--- config.mk ---
export PLATFORM = sky130hd
export DESIGN_NAME = i2c_eeprom_responder
export DESIGN_NICKNAME = d
export VERILOG_FILES = /design/src/rtl/i2c_eeprom_responder.sv
export SDC_FILE = /design/constraint.sdc
export NUM_CORES = 1
export LEC_CHECK = 0
export BUFFER_PORTS_ARGS = -buffer_cell sky130_fd_sc_hd__buf_2
export CAP_MARGIN = 20
export CORE_ASPECT_RATIO = 2
export CORE_MARGIN = 2
export CORE_UTILIZATION = 45
export CTS_CLUSTER_DIAMETER = 120
export DETAILED_ROUTE_END_ITERATION = 6
export PLACE_DENSITY = 0.73
export REMOVE_ABC_BUFFERS = 1
export SLEW_MARGIN = 20
export SYNTH_ARGS = -nofsm -noshare
export SYNTH_HDL_FRONTEND = slang
export SYNTH_SLANG_ARGS = --single-unit
--- constraint.sdc ---
create_clock -name clk -period 3.54 [get_ports clk]
set_input_delay 0.708 -clock clk [delete_from_list [all_inputs] [get_ports clk]]
set_output_delay 0.708 -clock clk [all_outputs]
set_load 0.01 [all_outputs]
--- src/rtl/i2c_eeprom_responder.sv ---
// I2C slave emulating a small 24Cxx-style EEPROM page, preloadable from fabric.
// Optional write protect input enabled by defining I2C_RESP_WP_EN.
module i2c_eeprom_responder #(
   parameter int PAGE_BYTES = 8,
   parameter int FILT_LEN   = 3
) (
   input  logic       clk,
   input  logic       reset_n,
   input  logic [6:0] i_dev_addr,
   input  logic       i_scl,
   input  logic       i_sda,
   output logic       o_sda,
   output logic       t_sda,
   input  logic       i_ld_en,
   input  logic [7:0] i_ld_addr,
   input  logic [7:0] i_ld_data,
`ifdef I2C_RESP_WP_EN
   input  logic       i_wp,
`endif
   output logic [7:0] o_page_b0,
   output logic [7:0] o_page_b1,
   output logic [7:0] o_page_b2,
   output logic [7:0] o_page_b3,
   output logic [7:0] o_page_b4,
   output logic [7:0] o_page_b5,
   output logic [7:0] o_page_b6,
   output logic [7:0] o_page_b7,
   output logic       o_busy,
   output logic       o_wr_pulse,
   output logic       o_stop_pulse
);

   localparam int AW = $clog2(PAGE_BYTES);
   localparam int FW = $clog2(FILT_LEN + 1);

   typedef enum logic [3:0] {
      S_IDLE,
      S_DEV,
      S_ACK_DEV,
      S_WADDR,
      S_ACK_WADDR,
      S_WDATA,
      S_ACK_WDATA,
      S_RDATA,
      S_MACK,
      S_IGNORE
   } state_t;

   logic          wp;
`ifdef I2C_RESP_WP_EN
   assign wp = i_wp;
`else
   assign wp = 1'b0;
`endif

   // index 0 = SCL, index 1 = SDA
   logic [1:0]    s1, s2, filt, filt_d;
   logic [FW-1:0] fcnt [2];

   always_ff @(posedge clk) begin
      if (!reset_n) begin
         s1     <= 2'b11;
         s2     <= 2'b11;
         filt   <= 2'b11;
         filt_d <= 2'b11;
         for (int i = 0; i < 2; i++) fcnt[i] <= '0;
      end else begin
         s1     <= {i_sda, i_scl};
         s2     <= s1;
         filt_d <= filt;
         for (int i = 0; i < 2; i++) begin
            if (s2[i] == filt[i]) begin
               fcnt[i] <= '0;
            end else if (fcnt[i] == FW'(FILT_LEN - 1)) begin
               filt[i] <= s2[i];
               fcnt[i] <= '0;
            end else begin
               fcnt[i] <= fcnt[i] + 1'b1;
            end
         end
      end
   end

   logic scl_f, sda_f, scl_p, sda_p;
   logic start_ev, stop_ev, rise, fall;

   assign scl_f    = filt[0];
   assign sda_f    = filt[1];
   assign scl_p    = filt_d[0];
   assign sda_p    = filt_d[1];
   assign start_ev = scl_f & scl_p & sda_p & ~sda_f;
   assign stop_ev  = scl_f & scl_p & ~sda_p & sda_f;
   assign rise     = scl_f & ~scl_p;
   assign fall     = ~scl_f & scl_p;

   state_t        state;
   logic [3:0]    bit_cnt;
   logic [7:0]    shreg;
   logic [7:0]    tx;
   logic          rw;
   logic          nack;
   logic          mack_bit;
   logic          fall_d;
   logic          t_sda_r;
   logic          busy;
   logic          wr_pulse;
   logic          stop_pulse;
   logic [AW-1:0] addr;
   logic [7:0]    page [PAGE_BYTES];

   always_ff @(posedge clk) begin
      if (!reset_n) begin
         state      <= S_IDLE;
         bit_cnt    <= '0;
         shreg      <= '0;
         tx         <= '0;
         rw         <= 1'b0;
         nack       <= 1'b0;
         mack_bit   <= 1'b1;
         fall_d     <= 1'b0;
         t_sda_r    <= 1'b1;
         busy       <= 1'b0;
         wr_pulse   <= 1'b0;
         stop_pulse <= 1'b0;
         addr       <= '0;
         for (int i = 0; i < PAGE_BYTES; i++) page[i] <= '0;
      end else begin
         wr_pulse   <= 1'b0;
         stop_pulse <= 1'b0;
         fall_d     <= fall;
         if (i_ld_en) page[i_ld_addr[AW-1:0]] <= i_ld_data;
         if (start_ev) begin
            state   <= S_DEV;
            bit_cnt <= '0;
            t_sda_r <= 1'b1;
         end else if (stop_ev) begin
            state      <= S_IDLE;
            bit_cnt    <= '0;
            t_sda_r    <= 1'b1;
            busy       <= 1'b0;
            stop_pulse <= busy;
         end else begin
            if (rise) begin
               case (state)
                  S_DEV, S_WADDR, S_WDATA: begin
                     shreg   <= {shreg[6:0], sda_f};
                     bit_cnt <= bit_cnt + 1'b1;
                  end
                  S_RDATA: bit_cnt <= bit_cnt + 1'b1;
                  S_MACK: begin
                     mack_bit <= sda_f;
                     addr     <= addr + 1'b1;
                  end
                  default: ;
               endcase
            end
            if (fall) begin
               case (state)
                  S_DEV: if (bit_cnt == 4'd8) begin
                     bit_cnt <= '0;
                     if (shreg[7:1] == i_dev_addr) begin
                        state <= S_ACK_DEV;
                        busy  <= 1'b1;
                        rw    <= shreg[0];
                     end else begin
                        state <= S_IGNORE;
                     end
                  end
                  S_ACK_DEV: if (rw) begin
                     state <= S_RDATA;
                     tx    <= page[addr];
                  end else begin
                     state <= S_WADDR;
                  end
                  S_WADDR: if (bit_cnt == 4'd8) begin
                     bit_cnt <= '0;
                     addr    <= shreg[AW-1:0];
                     state   <= S_ACK_WADDR;
                  end
                  S_ACK_WADDR: state <= S_WDATA;
                  S_WDATA: if (bit_cnt == 4'd8) begin
                     bit_cnt <= '0;
                     state   <= S_ACK_WDATA;
                     nack    <= wp;
                     addr    <= addr + 1'b1;
                     if (!wp) begin
                        page[addr] <= shreg;
                        wr_pulse   <= 1'b1;
                     end
                  end
                  S_ACK_WDATA: state <= S_WDATA;
                  S_RDATA: if (bit_cnt == 4'd8) begin
                     bit_cnt <= '0;
                     state   <= S_MACK;
                  end else begin
                     tx <= {tx[6:0], 1'b0};
                  end
                  S_MACK: if (!mack_bit) begin
                     state <= S_RDATA;
                     tx    <= page[addr];
                  end else begin
                     state <= S_IGNORE;
                  end
                  default: ;
               endcase
            end
            // SDA only moves one cycle after SCL has settled low
            if (fall_d) begin
               case (state)
                  S_ACK_DEV, S_ACK_WADDR: t_sda_r <= 1'b0;
                  S_ACK_WDATA:            t_sda_r <= nack;
                  S_RDATA:                t_sda_r <= tx[7];
                  default:                t_sda_r <= 1'b1;
               endcase
            end
         end
      end
   end

   logic [7:0] view [8];

   always_comb begin
      for (int i = 0; i < 8; i++) begin
         view[i] = '0;
         if (i < PAGE_BYTES) view[i] = page[AW'(i)];
      end
   end

   logic unused_ld_bits;
   assign unused_ld_bits = ^i_ld_addr;

   assign o_sda        = 1'b0;
   assign t_sda        = t_sda_r;
   assign o_busy       = busy;
   assign o_wr_pulse   = wr_pulse;
   assign o_stop_pulse = stop_pulse;
   assign o_page_b0    = view[0];
   assign o_page_b1    = view[1];
   assign o_page_b2    = view[2];
   assign o_page_b3    = view[3];
   assign o_page_b4    = view[4];
   assign o_page_b5    = view[5];
   assign o_page_b6    = view[6];
   assign o_page_b7    = view[7];

endmodule

# Yosys cells after proc, flatten, opt, wreduce, memory -nomap -nowiden
# Memory sizes are Yosys's and may differ from the RTL's. A register that Yosys moved wholly into a read port is not among the register bits.
# Index checks and enable logic that the tools add are counted.
# Widths: inputs -> output; s select.
# totals
reg_bits	42
ram_bits	68
output_inout_bits	69
memories	2
# op_classes
add_sub_neg	4
n_eq_ne	25
mux	79
bitwise_logic	22
reduce_logical	26
# memory_table
name	depth	word_bits	read_ports	rd_ports_with_merged_regs	write_ports	line	source
page	8	8	9	1	8	109	logic [7:0] page [PAGE_BYTES];
fcnt	2	2	2	0	2	58	logic [FW-1:0] fcnt [2];
# op_table
op	n
$mux 4	11
$mux 1	43
$mux 8	5
$mux 3	10
$pmux 4 s7	1
$pmux 8 s3	1
$reduce_and 6->1	3
$eq 4x3->1 const B	4
$ne 4x4->1 const B	4
$reduce_or 8->1	2
$ne 2x2->1 const B	7
$mux 2	6
$reduce_or 3->1	4
$not 1->1	9
$reduce_bool 9->1	1
$eq 4x2->1 const B	2
$eq 4x4->1 const B	2
$reduce_and 4->1	2
$reduce_bool 2->1	4
$and 1x1->1	7
$eq 7x7->1	1
$reduce_and 7->1	1
$reduce_bool 7->1	1
$or 1x1->1	6
other kinds (13)	19

# Logic depth before layout (Yosys ltp)
# logic_depth
depth_word	10
ltp_mapped	10
ltp_nobuf	7

# Least setup slack after synthesis
# No wires, ideal clock.
# synth_timing
path_type	flip-flop to flip-flop
start	register bit_cnt[0]
end	memory page[2][0] (enable)
t_arrival_ns	1.868
required_ns	3.202
slack_ns	1.334
stages_incl_launch_ff	10
period_less_slack_ns	2.206
path_cell_list	dfxtp_1 > inv_1 > ha_1 > and3b_1 > buf_2 > nand4_1 > or4_1 > buf_2 > buf_6 > nand3b_1
# synth_lines
item	line	source
start: declaration	97	logic [3:0] bit_cnt;
start signal: assignment	147	bit_cnt <= bit_cnt + 1'b1;
start signal: assignment	149	S_RDATA: bit_cnt <= bit_cnt + 1'b1;
end: declaration	109	

==> results.md <==
CTS:
- The number of buffers inserted during clock tree synthesis is 17.
- The buffer levels on the longest clock path is 2.
- In this run, post-CTS hold repair placed 0 buffers.
- The post-CTS resize count is 0.
- The TritonCTS sink count is around 110.
- The post-CTS setup repair buffer count is 0.
- The post-CTS clock slew at the launch and capture registers of the worst setup and hold paths is around 0.06 ns.
- The H-tree generated during clock tree synthesis spans 4 levels.
- At the later pin of the worst-skew pair, clock insertion delay measures ~0.42 ns.
- TritonCTS built the clock tree.
- The tree is rooted in a sky130_fd_sc_hd__clkbuf_16.

Detailed routing:
- For this block, the initial DRC count from the detailed router was ~420.
- The count of TritonRoute iterations in the first routing pass is 6.
- The post-detailed-routing wire length is approximately 18 mm.
- The detailed-route DRC error count is 0.
- The routed length per placed instance is 21.4 um.
- The average via count per standard cell is ~6.2.
- Detailed routing inserted a total of just over 5000 vias.
- The remaining antenna violation count is 0.

Critical path:
- The startpoint identified for the worst register-to-register timing path is state[0].
- The number of cell instances on the worst register-to-register path is 4.
- At the worst endpoint, the arrival time is 2.59 ns.
- In this run the worst setup path terminates at page[5][5].
- Across all register-to-register paths, the minimum setup slack is about 1.0 ns.
- The terminus of the critical flop-to-flop path is page[5][5].
- The origin of the worst setup path is state[0].
- The data required time at the worst endpoint is around 3.6 ns.
- The critical path launch point type is a flop.
- The largest fanout on the critical path is 17.
- The worst setup path is captured at a flop.
- The worst setup path is of the reg2reg kind.

Timing:
- Static timing analysis puts the maximum clock frequency at approximately 0.39 GHz.
- After layout, the worst path uses between 70% and 80% of the clock period.
- Subtracting the final worst setup slack from the clock period gives between 2 and 3 ns.
- In this run the tightest slew margin relative to its limit is between 40% and 50%.
- The final count of negative-setup-slack endpoints is 0.
- The post-route clock skew is 0.0118 ns.
- After routing, the total negative slack on setup checks comes to 0 ns.
- Setup repair after global routing left no endpoint under its margin.
- The number of pins with negative max-slew slack in the final report is 0.
- The final hold violation count is 0.
- Across all hold checks on the routed design, the worst slack comes to 0.412 ns.
- For the pin with the worst max-slew slack, the measured transition is around 0.85 ns.

Die:
- The core area is ~13000 um^2.
- The count of boundary I/O pins is between 90 and 100.
- The floorplan has 59 rows.
- The die is 166 um tall.
- The die covers roughly 14000 um^2.
- Once the floorplan was initialized, standard cells occupied between 40% and 50% of the core.
- The width of the die is between 80 and 90 um.

Power:
- The share of power burned in the clock network is just over 50%.
- The power per cell area is around 490 nW/um^2.
- The sequential fraction of design power is between 40% and 50%.
- The share of total power in combinational logic is roughly 6%.
- The largest voltage drop on the vdd net is between 0.4 and 0.5 mV.
- Summed over all cells, the static leakage comes to 2.56 nW.
- The internal power of the cells totals 2.70 mW.
- The overall power is 3.48 mW.
- The switching power as a share of total power is between 20% and 30%.
- Summed over all nets, the switching power comes to roughly 780 uW.

Synth:
- The mapped netlist covers roughly 6000 um^2.
- The most used flip-flop cell after synthesis is sky130_fd_sc_hd__edfxtp_1.
- The synthesized design contains 68 enable-type register cells.
- Synthesis handed over a netlist of slightly below 600 instances.
- After synthesis the netlist holds a flip-flop and latch count of about 110.
- The count of cell types in the netlist is 67.
- The part of the Yosys area used for sequential elements is 49.9%.
- After synthesis, the share of flip-flops with an asynchronous set or reset is 0%.
- The Yosys step of the flow raised 0 warnings.
- The average cell area after synthesis is 10.2 um^2.

Layout:
- The filler cells instantiated in the layout total around 1100.
- The share of cells above drive strength 1 is between 20% and 30%.
- The area growth from synthesis to layout is 19.5%.
- The design area is about 7000 um^2.
- The most common cell after layout, fill and taps aside is sky130_fd_sc_hd__buf_2.
- The library cells used most frequently in the layout, excluding fill and tap cells, are 90 x sky130_fd_sc_hd__buf_2, 70 x sky130_fd_sc_hd__nand2_1, 68 x sky130_fd_sc_hd__edfxtp_1, 58 x sky130_fd_sc_hd__o21ai_0, 57 x sky130_fd_sc_hd__nand3_1.
- The final net count is roughly 690.
- The count of antenna diodes in the layout is 0.

Status:
- The run finished with clean final reports.

GRT:
- The maximum number of pins on one net before global-route repair is 19.
- The aggregate global routing overflow is 0.
- The initial antenna violation count was 1.
- The via count of the first global-routing pass is around 5000.
- The first global-routing pass estimated about 27 mm of wire.
- Global routing consumed, over all layers together, between 20% and 30% of the routing resources.

Job:
- The max-capacitance violation count is 0.

Hold path:
- The worst hold path begins at s1[1].
- The worst hold path belongs to the class reg2reg.

Placement:
- The routability-driven placement congestion ratio is 0.946.
- Summed over all nets, the half-perimeter wirelength after detailed placement is between 10 and 15 mm.
- The instance area after placement is about 6400 um^2.
- The count of port buffers added during placement is 90.
==> kinds of logic (layout without fill, tap and decap cells) <==
group	Yosys count	after routing	synth area share [%]
AO/OA/AOI/OAI	127	127	13.3
other	2	5	0.127
multiplexers	28	28	8.18
buffers and inverters	61	151	4.82
XOR/XNOR	15	15	2.55
flip-flops	113	113	49.9
adder cells (fa/ha/maj)	5	5	1.06
AND/OR/NAND/NOR	228	228	20.0
==> critical path, cell delays in order, from the launching register on <==
cell and delay (ns):
sky130_fd_sc_hd__dfxtp_1 0.64, sky130_fd_sc_hd__nand4bb_1 0.35, sky130_fd_sc_hd__nor3b_2 0.33, sky130_fd_sc_hd__nand3_2 0.31, sky130_fd_sc_hd__nand3b_1 0.53
==> power by group through the flow <==
stage / Combinational [mW] / Sequential [mW] / Clock, mW
floorplan: 0.0723 / 1.52 / 0
CTS: 0.208 / 1.48 / 1.80
global placement: 0.203 / 1.50 / 0
finish: 0.208 / 1.48 / 1.80
detailed placement: 0.207 / 1.51 / 0
global route: 0.220 / 1.48 / 1.87
==> state kept, by name (all words and copies together) (netlist names), 3 cells and up, named ones only <==
name	cells
tx	8
fcnt	4
page	64
state	4
addr	3
bit_cnt	4
shreg	8
==> cell type report <==
cell class | count | area (um^2) | area share, %
multi-input cells | 408 | 2680 | 38.0
clock inverters | 15 | 191 | 2.72
repair buffers | 104 | 556 | 7.89
inverters | 15 | 56.3 | 0.800
well taps | 152 | 190 | 2.70
clock buffers | 17 | 425 | 6.04
flip-flops and latches | 113 | 2940 | 41.8
==> layer usage <==
layer	vias up	GRT usage (%)	part of all wire, %
met5	-	0	0.062
met4	2	17.7	7.8
met3	86	6.66	7.0
met2	334	45.0	53
met1	2419	24.4	32
li1	2271	-	-
==> synthesized netlist by cell type, drive strengths merged (2+ instances only) <==
cell | count | area [um^2]
xor2 | 4 | 35.0
a211oi | 3 | 22.5
inv | 15 | 56.3
or3 | 5 | 31.3
o21bai | 2 | 15.0
ha | 5 | 62.6
conb | 2 | 7.51
o22a | 2 | 17.5
a22oi | 2 | 15.0
mux4 | 16 | 360
edfxtp | 68 | 2040
nand2b | 11 | 68.8
buf | 33 | 178
nand3b | 8 | 60.1
a21oi | 23 | 119
nor2b | 4 | 25.0
o22ai | 2 | 12.5
mux2i | 11 | 110
xnor2 | 11 | 115
dfxtp | 45 | 901
nand4 | 5 | 31.3
o21ai | 70 | 384
and2b | 2 | 16.3
a22o | 7 | 61.3
nor3 | 7 | 50.1
nor4 | 4 | 37.5
nand2 | 70 | 263
nand3 | 60 | 315
o21a | 4 | 30.0
clkbuf | 13 | 50.0
nor2 | 38 | 143
and3 | 4 | 25.0
==> worst min-delay path by stage <==
stage | to | slack (ns) | cells after the start
finish | s2[1] | 0.41 | 1
detailed placement | s2[1] | 0.41 | 1
global placement | s2[1] | 0.39 | 1
floorplan | s2[0] | 0.39 | 1
global route | s2[1] | 0.43 | 1
CTS | s2[1] | 0.41 | 1
==> per-stage QoR <==
step / setup slack [ns] / utilization [%] / cells
after detailed placement: 0.944 / 49.7 / 792
final: 1.00 / 54.5 / 824
after CTS: 1.04 / 54.5 / 824
after global placement: 1.02 / 49.7 / 792
after floorplan: 1.22 / - / 536
after global routing: 0.827 / 54.5 / 824
No activity file was read; power rests on OpenSTA's default activity.
